**src/rtl/max7219_cmd_feeder.sv**
```systemverilog
// MAX7219 command feeder: shadow digit registers, power-up init sequence,
// change-driven register writes and optional periodic full refresh.
//
// Ports:
//   clk, reset          clock / async active-high reset
//   wr_en, wr_digit,    host digit write (digit 0..7, code byte)
//   wr_data
//   intensity           desired brightness, sampled every cycle
//   cmd_valid/ready     handshake to the SPI serializer
//   cmd_addr, cmd_data  MAX7219 register address / data
//   init_done           init sequence fully accepted
module max7219_cmd_feeder #(
    parameter logic [7:0]  DECODE_MODE    = 8'hFF,
    parameter logic [2:0]  SCAN_LIMIT     = 3'd7,
    parameter logic [23:0] REFRESH_PERIOD = 24'd0
) (
    input  logic       clk,
    input  logic       reset,
    input  logic       wr_en,
    input  logic [2:0] wr_digit,
    input  logic [7:0] wr_data,
    input  logic [3:0] intensity,
    output logic       cmd_valid,
    input  logic       cmd_ready,
    output logic [7:0] cmd_addr,
    output logic [7:0] cmd_data,
    output logic       init_done
);

    typedef enum logic [2:0] {
        S_INIT0,
        S_INIT1,
        S_INIT2,
        S_INIT3,
        S_INIT4,
        S_IDLE,
        S_SEND,
        S_GAP
    } state_t;

    state_t      state_q, state_d;
    state_t      init_next;
    logic [7:0]  digit_q [8];
    logic [7:0]  dirty_q, dirty_d;
    logic        int_pend_q, int_pend_d;
    logic [3:0]  last_int_q, last_int_d;
    logic [23:0] ref_cnt_q, ref_cnt_d;
    logic        valid_d, init_done_d;
    logic [7:0]  addr_d, data_d;
    logic [7:0]  init_addr, init_data;
    logic        int_clr;
    logic [7:0]  dig_clr;
    logic [2:0]  sel_idx;
    logic        sel_hit;
    logic        ref_en, ref_tc;

    // Fixed init register writes; intensity is taken live at issue time.
    always_comb begin
        init_addr = 8'h00;
        init_data = 8'h00;
        init_next = S_GAP;
        unique case (state_q)
            S_INIT0: begin
                init_addr = 8'h0F;
                init_data = 8'h00;
                init_next = S_INIT1;
            end
            S_INIT1: begin
                init_addr = 8'h0C;
                init_data = 8'h01;
                init_next = S_INIT2;
            end
            S_INIT2: begin
                init_addr = 8'h0B;
                init_data = {5'b0, SCAN_LIMIT};
                init_next = S_INIT3;
            end
            S_INIT3: begin
                init_addr = 8'h0A;
                init_data = {4'b0, intensity};
                init_next = S_INIT4;
            end
            S_INIT4: begin
                init_addr = 8'h09;
                init_data = DECODE_MODE;
                init_next = S_GAP;
            end
            default: ;
        endcase
    end

    // Lowest-index dirty digit wins.
    always_comb begin
        sel_idx = 3'd0;
        sel_hit = 1'b0;
        for (int i = 7; i >= 0; i--) begin
            if (dirty_q[i]) begin
                sel_idx = i[2:0];
                sel_hit = 1'b1;
            end
        end
    end

    always_comb begin
        state_d     = state_q;
        valid_d     = cmd_valid;
        addr_d      = cmd_addr;
        data_d      = cmd_data;
        init_done_d = init_done;
        last_int_d  = last_int_q;
        int_clr     = 1'b0;
        dig_clr     = 8'h00;
        unique case (state_q)
            S_INIT0, S_INIT1, S_INIT2, S_INIT3, S_INIT4: begin
                if (!cmd_valid) begin
                    valid_d = 1'b1;
                    addr_d  = init_addr;
                    data_d  = init_data;
                    if (state_q == S_INIT3)
                        last_int_d = intensity;
                end else if (cmd_ready) begin
                    valid_d = 1'b0;
                    state_d = init_next;
                    if (state_q == S_INIT4)
                        init_done_d = 1'b1;
                end
            end
            S_IDLE: begin
                if (int_pend_q) begin
                    addr_d     = 8'h0A;
                    data_d     = {4'b0, intensity};
                    last_int_d = intensity;
                    int_clr    = 1'b1;
                    state_d    = S_SEND;
                end else if (sel_hit) begin
                    addr_d  = {5'b0, sel_idx} + 8'd1;
                    data_d  = digit_q[sel_idx];
                    dig_clr = 8'h01 << sel_idx;
                    state_d = S_SEND;
                end
            end
            S_SEND: begin
                if (!cmd_valid) begin
                    valid_d = 1'b1;
                end else if (cmd_ready) begin
                    valid_d = 1'b0;
                    state_d = S_GAP;
                end
            end
            S_GAP: state_d = S_IDLE;
        endcase
    end

    assign ref_en = (REFRESH_PERIOD != 24'd0) && init_done;
    assign ref_tc = ref_en && (ref_cnt_q == REFRESH_PERIOD - 24'd1);

    // Set terms are ORed after the clear so a coincident write or
    // refresh keeps the digit pending.
    always_comb begin
        ref_cnt_d = ref_cnt_q;
        if (ref_en)
            ref_cnt_d = ref_tc ? 24'd0 : ref_cnt_q + 24'd1;
        dirty_d = dirty_q & ~dig_clr;
        if (wr_en)
            dirty_d = dirty_d | (8'h01 << wr_digit);
        if (ref_tc)
            dirty_d = 8'hFF;
        int_pend_d = int_pend_q & ~int_clr;
        if (init_done && (intensity != last_int_q) && !int_clr)
            int_pend_d = 1'b1;
        if (ref_tc)
            int_pend_d = 1'b1;
    end

    always_ff @(posedge clk or posedge reset) begin
        if (reset) begin
            state_q    <= S_INIT0;
            cmd_valid  <= 1'b0;
            cmd_addr   <= 8'h00;
            cmd_data   <= 8'h00;
            init_done  <= 1'b0;
            dirty_q    <= 8'hFF;
            int_pend_q <= 1'b0;
            last_int_q <= 4'h0;
            ref_cnt_q  <= 24'd0;
        end else begin
            state_q    <= state_d;
            cmd_valid  <= valid_d;
            cmd_addr   <= addr_d;
            cmd_data   <= data_d;
            init_done  <= init_done_d;
            dirty_q    <= dirty_d;
            int_pend_q <= int_pend_d;
            last_int_q <= last_int_d;
            ref_cnt_q  <= ref_cnt_d;
        end
    end

    always_ff @(posedge clk or posedge reset) begin
        if (reset) begin
            for (int i = 0; i < 8; i++)
                digit_q[i] <= 8'h00;
        end else if (wr_en) begin
            digit_q[wr_digit] <= wr_data;
        end
    end

endmodule
```
**config.mk**
```make
export PLATFORM = sky130hd
export DESIGN_NAME = max7219_cmd_feeder
export DESIGN_NICKNAME = d
export VERILOG_FILES = /design/src/rtl/max7219_cmd_feeder.sv
export SDC_FILE = /design/constraint.sdc
export NUM_CORES = 1
export LEC_CHECK = 0
export ABC_AREA = 1
export CAP_MARGIN = 20
export CORE_MARGIN = 8
export CORE_UTILIZATION = 53
export CTS_CLUSTER_DIAMETER = 200
export DETAILED_ROUTE_END_ITERATION = 12
export GPL_TIMING_DRIVEN = 0
export PLACE_DENSITY = 0.8
export SLEW_MARGIN = 20
export SYNTH_ARGS = -nofsm -noshare
export SYNTH_HDL_FRONTEND = slang
export SYNTH_SLANG_ARGS = --single-unit
```
**constraint.sdc**
```tcl
create_clock -name clk -period 3.11 [get_ports clk]
set_input_delay 0.622 -clock clk [delete_from_list [all_inputs] [get_ports clk]]
set_output_delay 0.622 -clock clk [all_outputs]
set_load 0.02 [all_outputs]
```
==> results.cfg, run 1 <==
[cts]
postCtsHoldBufs = 0
htreeDepth = 3
cts_tree = built
clock_latency_ps = 360
post_cts_buffers = 0
root_buffer = clkbuf_8
cts_made_buffers = 9
cts_resized = 0
clock_sinks = 94
clock_path_buffers = 2
clk_pin_slew_ps = 90

[worst_setup_path]
cp_slowest_stage_delay_ps = 550
cp_common_cell = nand2_1
reg2reg_from = dirty_q[6]$_DFF_PP1_
crit_chain = inv_1, nand2_1, nand2_1, nand2_1, nand2_1, nand2_2, nand2_4, nand2_4, buf_6, inv_1, ha_1, ha_1, o21ai_0, nand2_1, nand2_1
criticalPathCategory = flop to flop
cp_max_fo = 11
critPathCaptureType = flop
cpMaxStageDelayCell = dfstp_2
rrSetupSlack_ps = 910
crit_required_ps = 3410
rr_worst_depth = 15
cp-start-kind = flop
worstPathArrival_ps = 2500
reg2reg_to = cmd_addr[2]$_DFFE_PP0P_

[pwr]
leakagePower_nw = 2.71
internal_power_mw = 2.62
power.density_nw_per_um2 = 826
p_switching_mw = 1.92
p_comb_share_pct = 45.1
clockPowerShare_pct = 16.3
vdd_drop_max_mv = 0.374
swShare_pct = 42.3
power_frac_seq_pct = 38.6

[sta]
hold_viol_final = 0
hold_ws_ps = 471
timing.fmax_ghz = 0.454
max_slew_margin_pct = 53.2
fin_worst_skew_ps = 12.0
finalCritPeriodShare_pct = 70.7
period_needed_ps = 2200
finalSetupViolCount = 0
tightest_slew_ps = 702
maxSlewViolCount = 0
grt_setup_unrepaired = no

[floorplanning]
row_count = 35
fp.dieW_um = 111
die_h_um = 111
floorplan.initialDensity_pct = 53.4
core_region_area_um2 = 9020
die_area_um2 = 12400
ios = 37

[grt]
overflow = 0
grt_max_degree = 59
grt_pass1_wl_um = 20100
grt_use_met2_pct = 31.9
met1_usage_pct = 25.1
grt_pass1_vias = 4132
met3_usage_pct = 4.25
top_usage_layer = met2
grtUsageTotal_pct = 19.9
antenna_found_initial = 0

[routing]
wire_per_inst_um = 15.8
drtPass1Iterations = 5
first_iter_violations = 344
viasPerCell = 5.47
antenna_left = 0
post-route-drc-count = 0
wl_um = 12200
vias = 4232

[logic_synthesis]
ys_ff_latch = 94
synth_top_area_cell = dfrtp_1
seq_area_frac_synth_pct = 49.0
avgSynthCellArea_um2 = 7.89
synthArstFlopShare_pct = 100
ys_warn_count = 0
synth.top_cell.area_share_pct = 44.6
synth_edf_count = 0
synthTopCellsByArea = dfrtp_1 45%, nand2_1 11%, nand3_1 8.9%
syn_area_um2 = 4820
postSynthCellCount = 611
ys_types = 34
ys.flop_type = dfrtp_1

[finish]
drive_above_1_share_pct = 9.50
area_growth_pct = 13.8
final_cell_count_no_fill = 774
fill_cells = 797
final_nets = 682
antenna_cells = 0

[worst_hold_path]
hold_path.class = flop to flop
min_path_cells = 2
hold_end = dirty_q[3]$_DFF_PP1_
hp-start = dirty_q[3]$_DFF_PP1_

[outcome]
status = complete, no violations

[placement]
port_buffers = 32
dp.cells = 758
place_congestion = 0.893
dpl.hpwl_um = 9010

[run]
max_cap_viol_count = 0
## worst max path at each step
stage / cells after the start / slack, ps / from / to
global route: 15 / 760 / dirty_q[6]$_DFF_PP1_ / cmd_addr[2]$_DFFE_PP0P_
global placement: 2 / -1230 / reset / digit_q[16]$_DFFE_PP0P_
finish: 15 / 910 / dirty_q[6]$_DFF_PP1_ / cmd_addr[2]$_DFFE_PP0P_
floorplan: 1 / 50 / reset / cmd_addr[0]$_DFFE_PP0P_
CTS: 15 / 910 / dirty_q[6]$_DFF_PP1_ / cmd_addr[2]$_DFFE_PP0P_
detailed placement: 6 / 810 / wr_en / digit_q[37]$_DFFE_PP0P_
## per-layer routing
| metal | routed length, um | vias to the layer above |
|---|---|---|
| li1 | - | 2035 |
| met1 | 5180 | 2027 |
| met2 | 5880 | 136 |
| met3 | 770 | 34 |
| met4 | 367 | 0 |
| met5 | 0 | - |
## kinds of logic after synthesis
logic type | count (synthesis) | synth area share [%]
muxes | 1 | 0.234
xor gates and xnor gates | 4 | 0.727
DFF | 94 | 49.0
adders and majority gates | 5 | 1.30
buffers and inverters | 127 | 11.2
and+or+nand+nor | 272 | 25.5
AOI/OAI and AO/OA | 107 | 12.0
other | 1 | 0.0778
## placed cells by master, fill, tap and decap left out, types with 2 or more instances in the layout
master and instances:
nand2_1 140, inv_1 93, nand3_1 86, dfrtp_1 86, o21ai_0 82, clkdlybuf4s50_1 32
nor2_1 23, a21oi_1 15, clkbuf_1 12, clkbuf_8 9, nand3b_1 8, dfstp_2 8
buf_2 7, inv_2 6, buf_6 5, ha_1 5, nor2_2 4, xor2_1 4
buf_4 4, conb_1 4, nand2_4 3, nor3_1 3, nand2_2 2, o31ai_1 2
clkinv_2 2
## layout make-up
| type | count | area (um2) | area share, % |
|---|---|---|---|
| sequential | 94 | 2360 | 43.0 |
| clock inverter | 6 | 46.3 | 0.844 |
| buffer | 27 | 163 | 2.96 |
| clock buffer | 10 | 128 | 2.33 |
| timing repair buffer | 33 | 340 | 6.20 |
| inverter | 100 | 378 | 6.89 |
| multi-input combinational | 393 | 1930 | 35.2 |
| tap | 111 | 139 | 2.53 |
## power by group through the flow
stage / Clock (mW) / Combinational, mW / Sequential (mW)
after floorplan: 0 / 1.30 / 1.84
after global placement: 0 / 1.95 / 1.76
after detailed placement: 0 / 2.02 / 1.77
after CTS: 0.760 / 2.03 / 1.75
after global routing: 0.799 / 2.27 / 1.79
final: 0.737 / 2.05 / 1.75
## flip-flops by register name (all words and copies together), names as in the netlist
signal / flops
digit_q: 64
cmd_data: 8
dirty_q: 8
cmd_addr: 4
last_int_q: 4
state_q: 3
cmd_valid: 1
init_done: 1
int_pend_q: 1
## worst max-delay path, delay by kind of cell (launching register included)
kind	cells	cell delay, ps
AND/OR/NAND/NOR	9	640
flip-flops	1	550
adder cells (fa/ha/maj)	2	490
buffers and inverters	3	290
AO/OA/AOI/OAI	1	160
## Yosys cell counts, types with 2 or more instances
cell,instances
a21oi_1,15
buf_2,7
buf_4,4
buf_6,5
clkbuf_1,11
dfrtp_1,86
dfstp_2,8
ha_1,5
inv_1,94
inv_2,6
nand2_1,140
nand2_2,2
nand2_4,3
nand3_1,86
nand3b_1,8
nor2_1,23
nor2_2,4
nor3_1,3
o21ai_0,82
o31ai_1,2
xor2_1,4
## stage by stage
step | instance area (um2) | worst slack, ps | setup TNS, ps | util (%) | power [mW]
floorplan | 4830 | 52.6 | 0 | - | 3.14
finish | 5490 | 910 | 0 | 60.8 | 4.53
detailed placement | 5310 | 806 | 0 | 58.9 | 3.79
CTS | 5490 | 907 | 0 | 60.8 | 4.54
global placement | 5290 | -1230 | -108070 | 58.7 | 3.70
global route | 5490 | 762 | 0 | 60.8 | 4.86
Power figures use the tool's default switching activity.
==> run 2: changes to the inputs <==
--- a/config.mk
+++ b/config.mk
@@ -8,11 +8,11 @@
 export ABC_AREA = 1
 export CAP_MARGIN = 20
 export CORE_MARGIN = 8
-export CORE_UTILIZATION = 53
+export CORE_UTILIZATION = 58
 export CTS_CLUSTER_DIAMETER = 200
 export DETAILED_ROUTE_END_ITERATION = 12
 export GPL_TIMING_DRIVEN = 0
-export PLACE_DENSITY = 0.8
+export PLACE_DENSITY = 0.83
 export SLEW_MARGIN = 20
 export SYNTH_ARGS = -nofsm -noshare
 export SYNTH_HDL_FRONTEND = slang
==> constraint.sdc (replaced) <==
create_clock -name clk -period 2.15 [get_ports clk]
set_input_delay 0.43 -clock clk [delete_from_list [all_inputs] [get_ports clk]]
set_output_delay 0.43 -clock clk [all_outputs]
set_load 0.02 [all_outputs]
==> run 2 against run 1 <==
Against the previous run: die area is 7.4% lower; largest power group unchanged; final cell count is 0.13% lower; sequential share of layout area is 1.1 points lower; flip-flop and latch count did not move; critical endpoint is now cmd_data[7]$_DFFE_PP0P_; clock power up 83%; setup slack worse by 790 ps; global-route usage is 2.1 points higher; non-clock buffer count increased by 7; final area is 2.6% higher.
==> results.cfg, run 2 (synthesis gave the netlist of run 1 again) <==
[worst_hold_path]
hold_path.class = input pin to asynchronous set/reset pin

[floorplanning]
die_h_um = 107
core_region_area_um2 = 8130
floorplan.initialDensity_pct = 59.3
fp.dieW_um = 107
row_count = 33
ios = 37
die_area_um2 = 11500

[finish]
final_nets = 689
layout_common_cells = 140 x nand2_1, 93 x inv_1, 86 x nand3_1, 86 x dfrtp_1, 81 x o21ai_0
final_common_cell = nand2_1
utilization_pct = 69.2
reg_top3 = digit_q (64), cmd_data (8), dirty_q (8)
drive_above_1_share_pct = 10.2
final_cell_area_um2 = 5630
largest_reg_flops = 64
largest_register = digit_q
area_growth_pct = 16.8
antenna_cells = 0

[pwr]
leakagePower_nw = 2.77
p_total_mw = 6.92
vdd_drop_max_mv = 0.524
power.density_nw_per_um2 = 1230

[worst_setup_path]
cpMaxStageDelayCell = dfstp_2
crit_required_ps = 2420
cpLargestDelayFamily = simple AND/OR/NAND/NOR gates
criticalPathCategory = flop to flop
cp_max_fo = 10
crit_chain = nand2_1, nand2_1, nand2_1, nand2_1, nand2_2, nand2_4, nand2_8, buf_4, buf_6, nand2_1, nand3_1, nand3_1, nand3_1, a21oi_1
cp_num_buf_inv = 2
cp_common_cell = nand2_1
cp_slowest_stage_delay_ps = 580
cp-start-kind = flop
critPathCaptureType = flop
worstPathArrival_ps = 2290

[routing]
wl_um = 12200
drtPass1Iterations = 5
first_iter_violations = 322
viasPerCell = 5.52
post-route-drc-count = 0
wire_per_inst_um = 15.8
vias = 4265
antenna_left = 0

[placement]
place_congestion = 0.872
dpl.hpwl_um = 9040
port_buffers = 32
place_area_um2 = 5360

[grt]
grt_pass1_wl_um = 20200
grtUsageTotal_pct = 22.0
overflow = 0
met3_usage_pct = 3.90
met1_usage_pct = 30.9
grt_max_degree = 33
grt_use_met2_pct = 32.9
antenna_found_initial = 0
grt_pass1_vias = 4065
top_usage_layer = met2

[sta]
period_needed_ps = 2030
maxSlewViolCount = 0
timing.fmax_ghz = 0.494
finalSetupViolCount = 0
hold_viol_final = 0
finalCritPeriodShare_pct = 94.2
setup_tns_ps = 0
hold_ws_ps = 429
fin_worst_skew_ps = 16.6

[outcome]
status = complete, no violations

[cts]
clock_latency_ps = 350
root_buffer = clkbuf_8
htreeDepth = 3
cts_tree = built
clk_pin_slew_ps = 90
clock_path_buffers = 2
clock_sinks = 94
cts_made_buffers = 9

[run]
max_cap_viol_count = 0
-- run 2: cell types whose count changed in the layout (fill, tap and decap cells not counted), sizes merged --
| cell | change |
|---|---|
| clkinv | -3 |
| inv | -3 |
| clkinvlp | +1 |
| buf | +7 |
| bufinv | +3 |
-- run 2: area by class of cell --
| class | instances | area [um2] |
|---|---|---|
| fillers | 656 | 2500 |
| flip-flops and latches | 94 | 2360 |
| multi-input cells | 393 | 1940 |
| repair buffers | 41 | 440 |
| inverters | 100 | 379 |
| plain buffers | 26 | 151 |
| well taps | 105 | 131 |
| clock buffers | 10 | 128 |
| clock inverters | 4 | 97.6 |
-- run 2: through the flow --
step | setup slack, ps | instances
floorplan | 218 | 614
detailed placement | -36.6 | 754
global route | -8.01 | 773
CTS | 70.0 | 767
global placement | -326 | 751
finish | 124 | 773
-- run 2: power breakdown --
| group | internal [mW] | switching [mW] |
|---|---|---|
| sequential | 2.25 | 0.271 |
| clock | 0.761 | 0.594 |
| combinational | 1.17 | 1.87 |
| total | 4.19 | 2.73 |
-- run 2: metal layers --
| layer | up-vias | part of all wire [%] | routed length, um |
|---|---|---|---|
| li1 | 2048 | - | - |
| met4 | 0 | 2.3 | 280 |
| met3 | 23 | 7.6 | 923 |
| met5 | - | 0 | 0 |
| met2 | 172 | 45 | 5460 |
| met1 | 2022 | 45 | 5520 |
-- run 2: timing repair --
action,in CTS,in global routing
pin swaps,0,1
buffers inserted,0,6
hold buffers,0,0
setup endpoints to repair,1,1
resized for setup,1,1
-- run 2: worst paths after layout --
| path | slack (ps) | from | to | cells after the start |
|---|---|---|---|---|
| worst max-delay path | 120 | dirty_q[7]$_DFF_PP1_ | cmd_data[7]$_DFFE_PP0P_ | 14 |
| worst min-delay path | 430 | reset | digit_q[39]$_DFFE_PP0P_ | 2 |
| worst max register to register | 120 | dirty_q[7]$_DFF_PP1_ | cmd_data[7]$_DFFE_PP0P_ | 14 |
| worst min register to register | 470 | dirty_q[3]$_DFF_PP1_ | dirty_q[3]$_DFF_PP1_ | 2 |
| max in group asynchronous | 970 | reset | dirty_q[5]$_DFF_PP1_ | 4 |
| min in group clk | 470 | dirty_q[3]$_DFF_PP1_ | dirty_q[3]$_DFF_PP1_ | 2 |
==> run 3: changes to the inputs <==
--- a/config.mk
+++ b/config.mk
@@ -13,6 +13,7 @@
 export DETAILED_ROUTE_END_ITERATION = 12
 export GPL_TIMING_DRIVEN = 0
 export PLACE_DENSITY = 0.83
+export RECOVER_POWER = 50
 export SLEW_MARGIN = 20
 export SYNTH_ARGS = -nofsm -noshare
 export SYNTH_HDL_FRONTEND = slang
==> run 3 against run 2 <==
Against the previous run: final cell count did not move; sequential power barely moved; sequential share of layout area rose by 0.23 points; clock power barely moved; largest power group unchanged; critical path depth did not move; hold slack improved by 37 ps; global-route usage did not move; final area fell by 0.56%; die area did not move; critical path type unchanged; core utilization fell by 0.38 points; critical endpoint unchanged; via count rose by 0.45%.
==> results.cfg, run 3 (synthesis gave the netlist of run 1 again) <==
[finish]
largest_reg_flops = 64
final_cell_area_um2 = 5600
utilization_pct = 68.8
antenna_cells = 0
largest_register = digit_q
drive_above_1_share_pct = 9.88
final_cell_count_no_fill = 773
area_growth_pct = 16.1
fill_cells = 660
layout_common_cells = 140 x nand2_1, 93 x inv_1, 86 x nand3_1, 86 x dfrtp_1, 82 x o21ai_0
final_common_cell = nand2_1
final_nets = 689
reg_top3 = digit_q (64), cmd_data (8), dirty_q (8)

[routing]
viasPerCell = 5.54
antenna_left = 0
wire_per_inst_um = 15.8
drtPass1Iterations = 5
post-route-drc-count = 0
first_iter_violations = 331
wl_um = 12200
vias = 4284

[pwr]
leakagePower_nw = 2.76
p_total_mw = 6.91
vdd_drop_max_mv = 0.525
power.density_nw_per_um2 = 1230

[grt]
grt_max_degree = 33
grt_pass1_wl_um = 20200
grtUsageTotal_pct = 22.0
grt_pass1_vias = 4065
overflow = 0
antenna_found_initial = 0

[placement]
port_buffers = 32
dpl.hpwl_um = 9040
place_area_um2 = 5360
dp.cells = 754
place_congestion = 0.872

[worst_setup_path]
cpMaxStageDelayCell = dfstp_2
cp_num_buf_inv = 2
criticalPathCategory = flop to flop
cp_slowest_stage_delay_ps = 570
critPathCaptureType = flop
cp-start-kind = flop
cp_max_fo = 10
crit_chain = nand2_1, nand2_1, nand2_1, nand2_1, nand2_2, nand2_4, nand2_8, buf_4, buf_6, nand2_1, nand3_1, nand3_1, nand3_1, a21oi_1
crit_required_ps = 2420
worstPathArrival_ps = 2280
cp_common_cell = nand2_1
cpLargestDelayFamily = simple AND/OR/NAND/NOR gates

[floorplanning]
ios = 37
row_count = 33
fp.dieW_um = 107
die_area_um2 = 11500
die_h_um = 107
floorplan.initialDensity_pct = 59.3
core_region_area_um2 = 8130

[sta]
period_needed_ps = 2000
timing.fmax_ghz = 0.499
hold_viol_final = 0
tightest_slew_ps = 759
finalCritPeriodShare_pct = 93.2
grt_setup_unrepaired = no
max_slew_margin_pct = 49.1
fin_worst_skew_ps = 12.3
maxSlewViolCount = 0
finalSetupViolCount = 0

[cts]
cts_tree = built
clock_sinks = 94
clock_path_buffers = 2
root_buffer = clkbuf_8
clock_latency_ps = 350
cts_made_buffers = 9
htreeDepth = 3
clk_pin_slew_ps = 80

[run]
max_cap_viol_count = 0

[outcome]
status = complete, no violations

[worst_hold_path]
hold_path.class = flop to flop
-- run 3: through the flow --
stage               setup slack (ps)  hold WS, ps  TNS (ps)
CTS                             70.0          436         0
global route                    3.90          490         0
floorplan                        218          442         0
detailed placement             -36.6          462     -88.6
finish                           145          466         0
global placement                -326          452    -27590
-- run 3: worst paths after layout --
path	startpoint	to	slack (ps)	cells after the start
hold / removal	dirty_q[3]$_DFF_PP1_	dirty_q[3]$_DFF_PP1_	470	2
setup / recovery	dirty_q[7]$_DFF_PP1_	cmd_data[7]$_DFFE_PP0P_	150	14
setup reg to reg	dirty_q[7]$_DFF_PP1_	cmd_data[7]$_DFFE_PP0P_	150	14
hold reg to reg	dirty_q[3]$_DFF_PP1_	dirty_q[3]$_DFF_PP1_	470	2
min in group asynchronous	reset	digit_q[39]$_DFFE_PP0P_	620	2
max in group asynchronous	reset	dirty_q[5]$_DFF_PP1_	280	4
-- run 3: tightest hold or removal path: stages (launching register included) --
cell     delay, ps
dfstp_2        380
nand2_1         50
nand2_1         40
-- run 3: cell type report --
class,instances,area (um2),share of cell area [%]
Buffer,26,151,2.70
Clock buffer,10,128,2.28
Clock inverter,4,97.6,1.74
Inverter,100,377,6.73
Multi-Input combinational cell,393,1930,34.5
Sequential cell,94,2360,42.2
Tap cell,105,131,2.35
Timing Repair Buffer,41,418,7.46
-- run 3: layer usage --
layer	GRT usage [%]	wire (um)	vias to the layer above
li1	-	-	2045
met1	30.9	5570	2042
met2	32.9	5470	174
met3	3.90	855	23
met4	8.34	281	0
met5	0	0	-
-- run 3: where the power goes --
group          total (mW)  switching (mW)  internal [mW]
logic                3.02            1.86           1.17
clock network        1.36           0.595          0.761
registers            2.53           0.272           2.25
-- run 3: repair_timing --
| item | in CTS | in global routing |
|---|---|---|
| resized for setup | 1 | 1 |
| setup endpoints to repair | 1 | 1 |
| hold buffers | 0 | 0 |
| pin swaps | 0 | 1 |
| buffers inserted | 0 | 6 |
